`config.mk`:
```
export PLATFORM = sky130hd
export DESIGN_NAME = card_state_rf
export DESIGN_NICKNAME = d
export VERILOG_FILES = /design/src/rtl/card_pkg.sv /design/src/rtl/card_rf_mem.sv /design/src/rtl/card_state_rf.sv
export SDC_FILE = /design/constraint.sdc
export NUM_CORES = 1
export LEC_CHECK = 0
export ABC_AREA = 1
export CORE_ASPECT_RATIO = 0.75
export CORE_MARGIN = 2
export CORE_UTILIZATION = 50
export DETAILED_ROUTE_END_ITERATION = 8
export PLACE_DENSITY = 0.7
export SYNTH_ARGS = -nofsm -noshare
export SYNTH_HDL_FRONTEND = slang
export SYNTH_SLANG_ARGS = --single-unit
export TNS_END_PERCENT = 50
```
`constraint.sdc`:
```
create_clock -name clk -period 2.5 [get_ports clk]
set_input_delay 0.25 -clock clk [delete_from_list [all_inputs] [get_ports clk]]
set_output_delay 0.25 -clock clk [all_outputs]
set_load 0.01 [all_outputs]
```
`src/rtl/card_pkg.sv`:
```
// Shared types and constants for the card-state register file: card state
// encodings, controller FSM states and the default colour width.
package card_pkg;

    localparam int CARD_COLOR_W = 12;

    typedef enum logic [1:0] {
        CARD_INACTIVE  = 2'b00,
        CARD_FACE_UP   = 2'b01,
        CARD_FACE_DOWN = 2'b10
    } card_state_e;

    typedef enum logic [1:0] {
        ST_INIT,
        ST_IDLE,
        ST_CMP,
        ST_WB_B
    } fsm_state_e;

    // State written back to both cards once a legal compare resolves.
    function automatic logic [1:0] resolved_state(input logic colour_match);
        return colour_match ? CARD_INACTIVE : CARD_FACE_DOWN;
    endfunction

endpackage

```
`src/rtl/card_rf_mem.sv`:
```
// Card entry storage: one synchronous write port and three asynchronous read
// ports (renderer read plus the two compare operands).
module card_rf_mem #(
    parameter int CARDS = 16,
    parameter int DATA_W = 14,
    localparam int ADDR_W = $clog2(CARDS)
) (
    input  logic              clk,
    input  logic              we,
    input  logic [ADDR_W-1:0] waddr,
    input  logic [DATA_W-1:0] wdata,
    input  logic [ADDR_W-1:0] r_addr,
    output logic [DATA_W-1:0] r_rdata,
    input  logic [ADDR_W-1:0] a_addr,
    output logic [DATA_W-1:0] a_rdata,
    input  logic [ADDR_W-1:0] b_addr,
    output logic [DATA_W-1:0] b_rdata
);

    // No reset: the parent's clear sweep initialises every entry.
    logic [DATA_W-1:0] mem_q [CARDS];

    always_ff @(posedge clk) begin
        if (we) begin
            mem_q[waddr] <= wdata;
        end
    end

    assign r_rdata = mem_q[r_addr];
    assign a_rdata = mem_q[a_addr];
    assign b_rdata = mem_q[b_addr];

endmodule

```
`src/rtl/card_state_rf.sv`:
```
// Card-state register file with clear sweep and in-place pair-compare engine.
// Optional pair counter enabled by defining CARD_STATE_RF_PAIRCNT_EN.
module card_state_rf
    import card_pkg::*;
#(
    parameter int CARDS = 16,
    parameter int COLOR_W = CARD_COLOR_W,
    localparam int DATA_W = COLOR_W + 2,
    localparam int ADDR_W = $clog2(CARDS)
) (
    input  logic              clk,
    input  logic              rst_n,
    input  logic              w_enable,
    input  logic [ADDR_W-1:0] w_address,
    input  logic [DATA_W-1:0] w_data,
    input  logic [ADDR_W-1:0] r_address,
    output logic [DATA_W-1:0] r_data,
    input  logic              init_req,
    input  logic              cmp_req,
    input  logic [ADDR_W-1:0] cmp_a,
    input  logic [ADDR_W-1:0] cmp_b,
    output logic              busy,
    output logic              cmp_done,
    output logic              cmp_match,
    output logic              cmp_err,
    output logic [ADDR_W-1:0] pairs_left,
    output logic              all_cleared
);

    localparam logic [ADDR_W-1:0] IDX_LAST = ADDR_W'(CARDS - 1);

    fsm_state_e        state_q;
    logic [ADDR_W-1:0] idx_q;
    logic [ADDR_W-1:0] a_q;
    logic [ADDR_W-1:0] b_q;
    logic              busy_q;
    logic              done_q;
    logic              match_q;
    logic              err_q;
    logic              pend_match_q;
    logic              pend_err_q;

    logic              mem_we;
    logic [ADDR_W-1:0] mem_waddr;
    logic [DATA_W-1:0] mem_wdata;
    logic [DATA_W-1:0] a_data;
    logic [DATA_W-1:0] b_data;
    logic              cmp_legal;
    logic              cmp_colour_eq;

    card_rf_mem #(
        .CARDS  (CARDS),
        .DATA_W (DATA_W)
    ) u_mem (
        .clk     (clk),
        .we      (mem_we),
        .waddr   (mem_waddr),
        .wdata   (mem_wdata),
        .r_addr  (r_address),
        .r_rdata (r_data),
        .a_addr  (a_q),
        .a_rdata (a_data),
        .b_addr  (b_q),
        .b_rdata (b_data)
    );

    // Reserved state 11 is deliberately not face up, so it makes a request illegal.
    assign cmp_legal     = (a_q != b_q) && (a_data[1:0] == CARD_FACE_UP)
                                        && (b_data[1:0] == CARD_FACE_UP);
    assign cmp_colour_eq = (a_data[DATA_W-1:2] == b_data[DATA_W-1:2]);

    always_comb begin
        mem_we    = 1'b0;
        mem_waddr = w_address;
        mem_wdata = w_data;
        case (state_q)
            ST_INIT: begin
                mem_we    = 1'b1;
                mem_waddr = idx_q;
                mem_wdata = '0;
            end
            ST_IDLE: begin
                mem_we = w_enable;
            end
            ST_CMP: begin
                mem_we    = cmp_legal;
                mem_waddr = a_q;
                mem_wdata = {a_data[DATA_W-1:2], resolved_state(cmp_colour_eq)};
            end
            ST_WB_B: begin
                mem_we    = !pend_err_q;
                mem_waddr = b_q;
                mem_wdata = {b_data[DATA_W-1:2], resolved_state(pend_match_q)};
            end
            default: begin
                mem_we = 1'b0;
            end
        endcase
    end

    always_ff @(posedge clk or negedge rst_n) begin
        if (!rst_n) begin
            state_q      <= ST_INIT;
            idx_q        <= '0;
            a_q          <= '0;
            b_q          <= '0;
            busy_q       <= 1'b1;
            done_q       <= 1'b0;
            match_q      <= 1'b0;
            err_q        <= 1'b0;
            pend_match_q <= 1'b0;
            pend_err_q   <= 1'b0;
        end else begin
            done_q <= 1'b0;
            case (state_q)
                ST_INIT: begin
                    idx_q <= idx_q + 1'b1;
                    if (idx_q == IDX_LAST) begin
                        idx_q   <= '0;
                        busy_q  <= 1'b0;
                        state_q <= ST_IDLE;
                    end
                end
                ST_IDLE: begin
                    if (init_req) begin
                        idx_q   <= '0;
                        busy_q  <= 1'b1;
                        state_q <= ST_INIT;
                    end else if (cmp_req) begin
                        a_q     <= cmp_a;
                        b_q     <= cmp_b;
                        busy_q  <= 1'b1;
                        state_q <= ST_CMP;
                    end
                end
                ST_CMP: begin
                    pend_err_q   <= !cmp_legal;
                    pend_match_q <= cmp_legal && cmp_colour_eq;
                    state_q      <= ST_WB_B;
                end
                ST_WB_B: begin
                    done_q  <= 1'b1;
                    match_q <= pend_match_q;
                    err_q   <= pend_err_q;
                    busy_q  <= 1'b0;
                    state_q <= ST_IDLE;
                end
                default: begin
                    state_q <= ST_INIT;
                    idx_q   <= '0;
                    busy_q  <= 1'b1;
                end
            endcase
        end
    end

    assign busy      = busy_q;
    assign cmp_done  = done_q;
    assign cmp_match = match_q;
    assign cmp_err   = err_q;

`ifdef CARD_STATE_RF_PAIRCNT_EN
    logic [ADDR_W-1:0] pairs_left_q;
    logic [ADDR_W-1:0] pairs_left_d;

    always_comb begin
        pairs_left_d = pairs_left_q;
        if (state_q == ST_INIT && idx_q == IDX_LAST) begin
            pairs_left_d = ADDR_W'(CARDS / 2);
        end else if (state_q == ST_WB_B && pend_match_q && pairs_left_q != '0) begin
            pairs_left_d = pairs_left_q - 1'b1;
        end
    end

    always_ff @(posedge clk or negedge rst_n) begin
        if (!rst_n) begin
            pairs_left_q <= '0;
        end else begin
            pairs_left_q <= pairs_left_d;
        end
    end

    assign pairs_left  = pairs_left_q;
    assign all_cleared = (pairs_left_q == '0) && !busy_q;
`else
    assign pairs_left  = '0;
    assign all_cleared = 1'b0;
`endif

endmodule

```
* Word-level counts from Yosys, hierarchy flattened
Memory sizes are Yosys's and may differ from the RTL's. Cells that the tools add are included.
Cells by class: $add $sub $neg 1, equality and inequality tests 11, muxes and demuxes 19, bitwise operators 1, reductions and logical operators 12
Operators by type and width (count):
- $pmux 14 s3 | 1
- $eq 12x12->1 | 1
- $pmux 4 s3 | 1
- $mux 2 | 5
- $mux 4 | 2
- $pmux 2 s4 | 1
- $pmux 4 s2 | 1
- $eq 2x1->1 const B | 3
- $mux 1 | 6
- $reduce_and 3->1 | 2
- $add 4x1->4 const B | 1
- $eq 2x2->1 const B | 2
- $eq 4x4->1 const B | 1
- $ne 2x2->1 const B | 2
- $ne 4x4->1 | 1
- $pmux 1 s4 | 1
- $reduce_and 2->1 | 2
- $logic_and 1x1->1 | 3
- $ne 3x3->1 const B | 1
- $pmux 1 s3 | 1
- $reduce_bool 3->1 | 1
- $logic_not 1->1 | 2
- $logic_not 2->1 | 1
- $reduce_bool 2->1 | 1
- $not 1->1 | 1
Word-level totals: bits in registers 20, RAM bits 224, word-level logic and storage cells 55, memories 1
Memories:
- u_mem.mem_q | depth 16, bits a word 14, read ports 3, clocked after memory_dff 0, write ports 1, line card_rf_mem.sv:21 | logic [DATA_W-1:0] mem_q [CARDS];

* Logic depth before layout (Yosys ltp)
Gate-level depths: netlist of run 1. An unclocked memory read counts as a cell.
word-level depth 7, mapped depth 17, mapped depth without buffers 14

* Cells and area by module
Synthesis of run 1 repeated with hierarchy kept, for this count alone.
Second synthesis, totals: cell total of the unflattened synthesis 2156, area total of the unflattened synthesis 15860.2 um^2
By module, submodules not included:
- card_rf_mem | instances 1, cells an instance 1921, area an instance 14184.9 um^2, seq. area each 6726.5 um^2
- card_state_rf | instances 1, cells an instance 235, area an instance 1675.4 um^2, seq. area each 501.7 um^2

* Worst setup path after synthesis of run 1
Ideal clock, no wire load.
path kind register to register, start point register b_q[0], end point memory u_mem.mem_q[12][0], enable pin, setup time 0.384 ns, arrival time 2.170 ns, path slack -0.054 ns, stages on the path, launching flop included 13, path buffers 3, period minus slack after synthesis 2.554 ns, cells stage by stage dfrtp_1 -> buf_6 -> buf_6 -> buf_6 -> o31ai_1 -> nand2_1 -> nand2_1 -> o221ai_2 -> nand2_1 -> nand4_2 -> nand2_4 -> nand2_2 -> nor2_1
Between the ends: cells in the longest elaborated chain, start to end 6, elaborated cells on any way between the ends 9
RTL lines:
- start, declared | line card_state_rf.sv:35 | logic [ADDR_W-1:0] b_q;
- start signal, assigned | line card_state_rf.sv:131 | b_q <= cmp_b;
- $mem_v2 16x14 / $ne 4x4->1 (equally long branches)
- $eq 2x1->1 / $logic_and 1x1->1 (equally long branches) | line card_state_rf.sv:69, card_state_rf.sv:68
- $logic_and 1x1->1 | line card_state_rf.sv:69 | && (b_data[1:0] == CARD_FACE_UP);
- $pmux 1 s4 | line card_state_rf.sv:76 | case (state_q)
- $mux 1 | line card_rf_mem.sv:24 | if (we) begin
- $mux 1 (implied by the code) | line card_rf_mem.sv:25 | mem_q[waddr] <= wdata;
- end, declared | line card_rf_mem.sv:21
Parallel ways exist; a longest one is shown, timed or not.

* Worst setup path after layout of run 1
start point register a_q[0], end point memory u_mem.mem_q[14][1], data pin
Between the ends: cells in the longest elaborated chain, start to end 4
RTL lines:
- start, declared | line card_state_rf.sv:34 | logic [ADDR_W-1:0] a_q;
- start signal, assigned | line card_state_rf.sv:130 | a_q <= cmp_a;
- $mem_v2 16x14
- $eq 12x12->1 | line card_state_rf.sv:70 | assign cmp_colour_eq = (a_data[DATA_W-1:2] == b_data[DATA_W-1:2]);
- $mux 2 | line card_pkg.sv:22 | return colour_match ? CARD_INACTIVE : CARD_FACE_DOWN;
- $pmux 14 s3 | line card_state_rf.sv:76
- named net mem_wdata[1] | line card_state_rf.sv:45 | logic [DATA_W-1:0] mem_wdata;
The timed path passes the listed nets, and every way through them passes these cells.

==> results.py, run 1 <==
metrics = {
    "finish": {
        "drive_gt1_share_pct": 17.64,
        "syn_to_final_growth_pct": 27.81,
        "insertedDiodeCount": 0,
        "fillCellCount": 2347,
        "post-route-util_pct": 65.41,
        "nets": 2093,
    },
    "timing": {
        "fin_ws_ns": -0.2029,
        "worst_pin_slew_ns": 0.7859,
        "slew_violations": 0,
        "fin_worst_skew_ns": 0.01880,
        "period_share_pct": 108.1,
        "setup_viol": 173,
        "finalHoldViolCount": 0,
        "fmax_mhz": 370.0,
        "grt_setup_unrepaired": "yes",
        "period_needed_ns": 2.703,
        "slew_headroom_pct": 47.61,
    },
    "power_and_ir_drop": {
        "seqPwrFrac_pct": 24.7,
        "cellLeakagePower_uw": 0.008128,
        "clkPwrFrac_pct": 16.2,
        "combPwrFrac_pct": 59.1,
        "p_switching_uw": 12680,
        "p_total_uw": 27720,
        "intPower_uw": 15030,
        "powerDensity_mw_per_mm2": 1448,
        "ir_drop_v": 0.0007181,
        "swShare_pct": 45.77,
    },
    "grt": {
        "first_global_vias": 13950,
        "antenna_found_initial": 1,
        "grt_max_degree": 43,
        "grt_overflow_total": 0,
        "grt_pass1_wl_mm": 84.83,
        "track_usage_pct": 36.19,
    },
    "detailed_routing": {
        "wl_per_cell_microns": 23.84,
        "route.detailed.drc": 0,
        "wirelength_mm": 58.67,
        "drtPass1Iterations": 6,
        "drt_iter0_drc": 2624,
        "via_per_inst": 6.235,
        "vias": 15350,
        "ant_nets": 0,
    },
    "cts": {
        "clk_latency_ns": 0.57,
        "cts_tree": "done",
        "holdBufCountCts": 0,
        "cts_root_buf": "clkbuf_16",
        "clkTransAtPathRegs_ns": 0.07,
        "clockBufferDepth": 3,
        "numCtsBuffers": 26,
        "cts.sinks": 244,
        "htree_num_levels": 1,
    },
    "setup_path": {
        "worstSetupPathType": "register to register",
        "timing.rr.start": "a_q[0]",
        "cp-startpoint": "a_q[0]",
        "required_ns": 2.81,
        "cp_max_fo": 14,
        "worst-r2r-setup-slack_ns": -0.20,
        "crit_path_end_kind": "register",
        "cp-start-kind": "register",
        "arrival_ns": 3.02,
    },
    "die": {
        "die_h_microns": 153.9,
        "core_sq_mm": 0.02926,
        "pin_count": 58,
        "rows": 54,
        "die_w_microns": 203.8,
        "die_area_sq_mm": 0.03136,
        "initial_utilization_pct": 51.18,
    },
    "placement": {
        "io_buffers": 52,
        "hpwl_mm": 37.88,
        "gp_routability_congestion": 1.037,
    },
    "outcome": {
        "failed_checks": "setup timing",
        "outcome": "finished, violations left",
    },
    "logic_synthesis": {
        "avgSynthCellArea_sq_um": 7.906,
        "synth-simple-area-share_pct": 25.28,
        "synth_adder_area_share_pct": 0.5014,
        "synth_top_family_by_area": "simple AND/OR/NAND/NOR gates",
        "synth-seq-cells": 244,
        "synthXorXnorAreaFrac_pct": 0.4095,
        "synth_compound_area_share_pct": 14.40,
        "yosysSeqAreaShare_pct": 48.27,
        "synth.distinct_cells": 38,
        "syn-cell-area_sq_mm": 0.01497,
        "synth_cells": 1894,
        "ys_warn_count": 0,
        "synth_mux_area_share_pct": 0.4011,
    },
    "min_path": {
        "holdCritPathClass": "primary input to asynchronous set/reset pin",
    },
    "job": {
        "maxCapViolations": 0,
    },
}
worst max-delay path: stages (launching register included):
cell and delay, ns:
dfrtp_4 0.51, buf_12 0.17, buf_6 0.15, or2_1 0.23, nand3_1 0.07, nand3_1 0.09, nand3_1 0.12, nand2_2 0.09
buf_4 0.14, inv_1 0.05, nand2_1 0.05, nand2_1 0.07, nand2_2 0.08, nor2_4 0.14, nand3_4 0.12, nand2_4 0.09
a21oi_4 0.09, clkbuf_16 0.18
final timing paths:
kind                                           end  cells past startpoint
worst max register to register  u_mem.mem_q[14][1]                     17
worst min-delay path                        b_q[0]                      1
worst min register to register          pend_err_q                      1
max in group asynchronous                     busy                      2
min in group clk                            a_q[2]                      3
worst max-delay path            u_mem.mem_q[14][1]                     17
sequential cells by signal (all words and copies together), names as in the netlist:
signal        flops
u_mem.mem_q     224
a_q               4
b_q               4
idx_q             4
state_q           2
busy              1
cmp_done          1
cmp_err           1
cmp_match         1
pend_err_q        1
pend_match_q      1
final cells by class:
| type | count | area [sq um] | share of cell area [%] |
|---|---|---|---|
| timing repair buffer | 267 | 2942 | 15.37 |
| multi-input combinational | 1286 | 6630 | 34.65 |
| clock inverter | 14 | 271.5 | 1.419 |
| sequential | 244 | 7241 | 37.84 |
| inverter | 227 | 872.1 | 4.557 |
| tap | 392 | 490.5 | 2.563 |
| clock buffer | 31 | 690.7 | 3.609 |
kinds of logic after synthesis:
group	count (synthesis)
compound gates	369
xor+xnor	7
fa+ha+maj	6
buf+inv	368
flops	244
mux	6
other cells	1
simple gates	893
cells in the mapped netlist:
cell | count | share of area [%]
nand2_1 | 475 | 12
nand3_1 | 309 | 10
edfxtp_1 | 224 | 45
inv_1 | 214 | 5.4
a21oi_1 | 138 | 4.6
o21ai_0 | 118 | 3.9
nor2_1 | 96 | 2.4
o211ai_1 | 62 | 3.1
clkbuf_1 | 57 | 1.4
buf_2 | 49 | 1.6
o221ai_1 | 20 | 1.2
dfrtp_1 | 19 | 3.2
buf_6 | 15 | 1.1
buf_4 | 13 | 0.65
inv_2 | 12 | 0.30
o22ai_1 | 12 | 0.50
buf_1 | 7 | 0.18
ha_1 | 6 | 0.50
mux2i_1 | 6 | 0.40
o311ai_0 | 6 | 0.35
o31ai_1 | 6 | 0.30
or2_1 | 6 | 0.25
xnor2_1 | 6 | 0.35
nand2_2 | 3 | 0.13
o311ai_1 | 2 | 0.12
a211oi_1 | 1 | 0.050
a41oi_1 | 1 | 0.059
clkinv_1 | 1 | 0.025
conb_1 | 1 | 0.025
dfstp_2 | 1 | 0.18
nand2_4 | 1 | 0.075
nand3_2 | 1 | 0.067
nand4_2 | 1 | 0.084
nor3_1 | 1 | 0.033
o21a_1 | 1 | 0.050
o21ai_1 | 1 | 0.033
o221ai_2 | 1 | 0.10
xor2_1 | 1 | 0.059
power groups by stage:
stage	combinational, uW	clock [uW]	sequential, uW
after floorplan	7720	0	6690
after global placement	13300	0	6870
after detailed placement	13500	0	6890
after CTS	14400	4500	6810
after global routing	17200	4660	6920
final	16400	4490	6850
cell usage in the layout (no fill, tap or decap), drive strengths merged, types with 12 or more instances in the layout:
cell           instances
clkdlybuf4s50         43
buf                  211
inv                  226
o22ai                 12
edfxtp               224
nand3                310
nor2                  96
clkbuf                37
dfrtp                 19
nand2                479
o21ai                119
o221ai                21
a21oi                138
o211ai                62
through the flow:
step | hold slack [ns] | setup WS (ns) | cells | setup TNS [ns] | area [sq um]
detailed placement | 0.4812 | -0.5203 | 2392 | -67.20 | 17100
CTS | 0.07577 | -0.2005 | 2446 | -2.786 | 18500
global route | 0.1215 | -0.2490 | 2461 | -11.38 | 19140
floorplan | -0.04559 | -0.05416 | 1898 | -11.60 | 14990
finish | 0.08209 | -0.2029 | 2461 | -10.53 | 19140
global placement | 0.4793 | -0.6010 | 2392 | -74.29 | 17100
per-layer routing:
metal | vias up | track usage (%) | part of all wire [%]
met1 | 7072 | 53.25 | 39
met5 | - | 0 | 0.065
met4 | 2 | 14.74 | 4.5
met3 | 216 | 10.28 | 16
met2 | 1308 | 49.82 | 41
li1 | 6747 | - | -
what timing repair did:
item,CTS,global route
cloned,3,5
hold endpoints to repair,0,0
setup buffers,7,11
resized for setup,68,117
endpoints found under the setup margin,358,336
pin swaps,21,32
No activity file was read; power rests on OpenSTA's default activity.
==> run 2, diff against run 1 <==
- CELL_PAD_IN_SITES_DETAIL_PLACEMENT: default -> 2
- CELL_PAD_IN_SITES_GLOBAL_PLACEMENT: default -> 2
- CORE_UTILIZATION: 50 -> 34
- PLACE_DENSITY: 0.7 -> default
- PLACE_DENSITY_LB_ADDON: default -> 0.1
==> results.py, run 2 (same netlist as run 1, synthesis figures left out) <==
metrics = {
    "outcome": {
        "outcome": "finished, violations left",
        "failed_checks": "setup timing",
    },
    "cts": {
        "htree_num_levels": 1,
        "cts_tree": "done",
        "clk_latency_ns": 0.60,
        "clockBufferDepth": 3,
        "cts.sinks": 244,
        "numCtsBuffers": 29,
        "clkTransAtPathRegs_ns": 0.07,
        "cts_root_buf": "clkbuf_16",
    },
    "grt": {
        "grt_overflow_total": 0,
        "grt_max_degree": 47,
        "track_usage_pct": 33.49,
        "first_global_vias": 16440,
        "grt_pass1_wl_mm": 112.6,
        "antenna_found_initial": 3,
    },
    "power_and_ir_drop": {
        "cellLeakagePower_uw": 0.008527,
        "ir_drop_v": 0.0007404,
        "powerDensity_mw_per_mm2": 1534,
        "p_total_uw": 31020,
    },
    "finish": {
        "nets": 2134,
        "multi_input_area_sq_mm": 0.006812,
        "largest-register": "u_mem.mem_q",
        "syn_to_final_growth_pct": 35.08,
        "largest_register_ffs": 224,
        "ff_latch_area_sq_mm": 0.007238,
        "mostFrequentLayoutCells": "442 x nand2_1, 287 x nand3_1, 224 x edfxtp_1",
        "design_area_sq_mm": 0.02023,
        "layout_commonest_cell": "nand2_1",
        "fillCellCount": 4718,
        "drive_gt1_share_pct": 20.84,
    },
    "timing": {
        "fmax_mhz": 325.0,
        "setup_viol": 251,
        "grt_setup_unrepaired": "yes",
        "period_needed_ns": 3.077,
        "period_share_pct": 123.1,
        "fin_worst_skew_ns": 0.01689,
        "finalHoldViolCount": 0,
        "fin_ws_ns": -0.5773,
        "slew_headroom_pct": 40.05,
        "fin_setup_tns_ns": -99.32,
        "worst_pin_slew_ns": 0.8959,
        "slew_violations": 0,
    },
    "die": {
        "die_w_microns": 246.3,
        "die_h_microns": 185.7,
        "die_area_sq_mm": 0.04575,
        "core_sq_mm": 0.04344,
        "rows": 66,
        "pin_count": 58,
        "initial_utilization_pct": 34.47,
    },
    "detailed_routing": {
        "wl_met1_mm": 35.72,
        "wl_per_cell_microns": 30.41,
        "wirelength_mm": 81.96,
        "vias": 16160,
        "wl_met3_mm": 7.047,
        "drt_iter0_drc": 1694,
        "wl_met2_mm": 35.93,
        "top_layer": "met5",
        "drtPass1Iterations": 5,
        "ant_nets": 0,
        "route.detailed.drc": 0,
        "via_per_inst": 5.997,
    },
    "setup_path": {
        "required_ns": 2.80,
        "cp_max_fo": 23,
        "arrival_ns": 3.37,
        "crit_path_end_kind": "register",
        "cp-start-kind": "register",
        "worstSetupPathType": "register to register",
    },
    "placement": {
        "pre_cts_ws_ns": -0.4188,
        "placed_area_sq_mm": 0.01765,
        "hpwl_mm": 52.62,
        "io_buffers": 52,
        "gp_routability_congestion": 0.9013,
    },
    "job": {
        "maxCapViolations": 0,
    },
    "min_path": {
        "holdCritPathClass": "primary input to asynchronous set/reset pin",
    },
}
run 2: cell types whose count changed in the layout (fill, tap and decap cells not counted), sizes merged:
| cell | delta |
|---|---|
| buf | +33 |
| clkbuf | +7 |
| bufinv | -5 |
| clkinv | +5 |
| bufbuf | +3 |
| clkdlybuf4s50 | -2 |
| clkinvlp | +2 |
| dlymetal6s2s | +2 |
| inv | +2 |
| diode | +1 |
run 2: power by group:
group / internal (uW) / switching, uW
Combinational: 7260 / 12400
Clock: 2520 / 1910
Sequential: 6340 / 553
run 2: through the flow:
stage	hold WS, ns	utilization [%]	instances
floorplan	-0.04559	-	1898
global placement	0.4669	40.64	2590
detailed placement	0.4892	40.64	2590
CTS	0.1478	44.62	2672
global route	0.1902	46.56	2694
finish	0.1609	46.56	2695
run 2: metal layers:
layer  GRT usage, %  up-vias
met5              0        -
met4          9.855        2
li1               -     6834
met2          51.46      835
met1          48.52     8315
met3          5.205      177
run 2: final cells by class:
cell class / count / area share [%]
Antenna cell: 1 / 0.01237
Tap cell: 578 / 3.576
Clock buffer: 36 / 3.866
Clock inverter: 18 / 0.8599
Multi-Input combinational cell: 1286 / 33.68
Sequential cell: 244 / 35.79
Timing Repair Buffer: 305 / 17.92
Inverter: 227 / 4.299
run 2: worst paths after layout:
check | startpoint | endpoint | slack [ns] | cells past startpoint
worst min-delay path | rst_n | b_q[2] | 0.16 | 1
worst min register to register | pend_err_q | pend_err_q | 0.51 | 1
worst max register to register | a_q[1] | u_mem.mem_q[0][3] | -0.58 | 10
max in group asynchronous | rst_n | busy | 1.61 | 2
min in group clk | cmp_b[2] | b_q[2] | 0.26 | 3
worst max-delay path | a_q[1] | u_mem.mem_q[0][3] | -0.58 | 10
run 2: repair_timing:
action | CTS | global route
hold buffers | 0 | 0
resized for setup | 94 | 151
endpoints found under the setup margin | 267 | 331
hold endpoints to repair | 0 | 0
cloned | 8 | 7
pin swaps | 28 | 56
setup buffers | 21 | 15
run 2: worst max-delay path: stages, from the launching register on:
cell	delay, ns
dfrtp_2	0.44
buf_4	0.18
buf_12	0.16
o311ai_0	0.60
nand3_1	0.21
nand3_2	0.17
nand4_4	0.18
nand2_8	0.18
inv_6	0.07
nor2_4	0.28
clkbuf_16	0.26
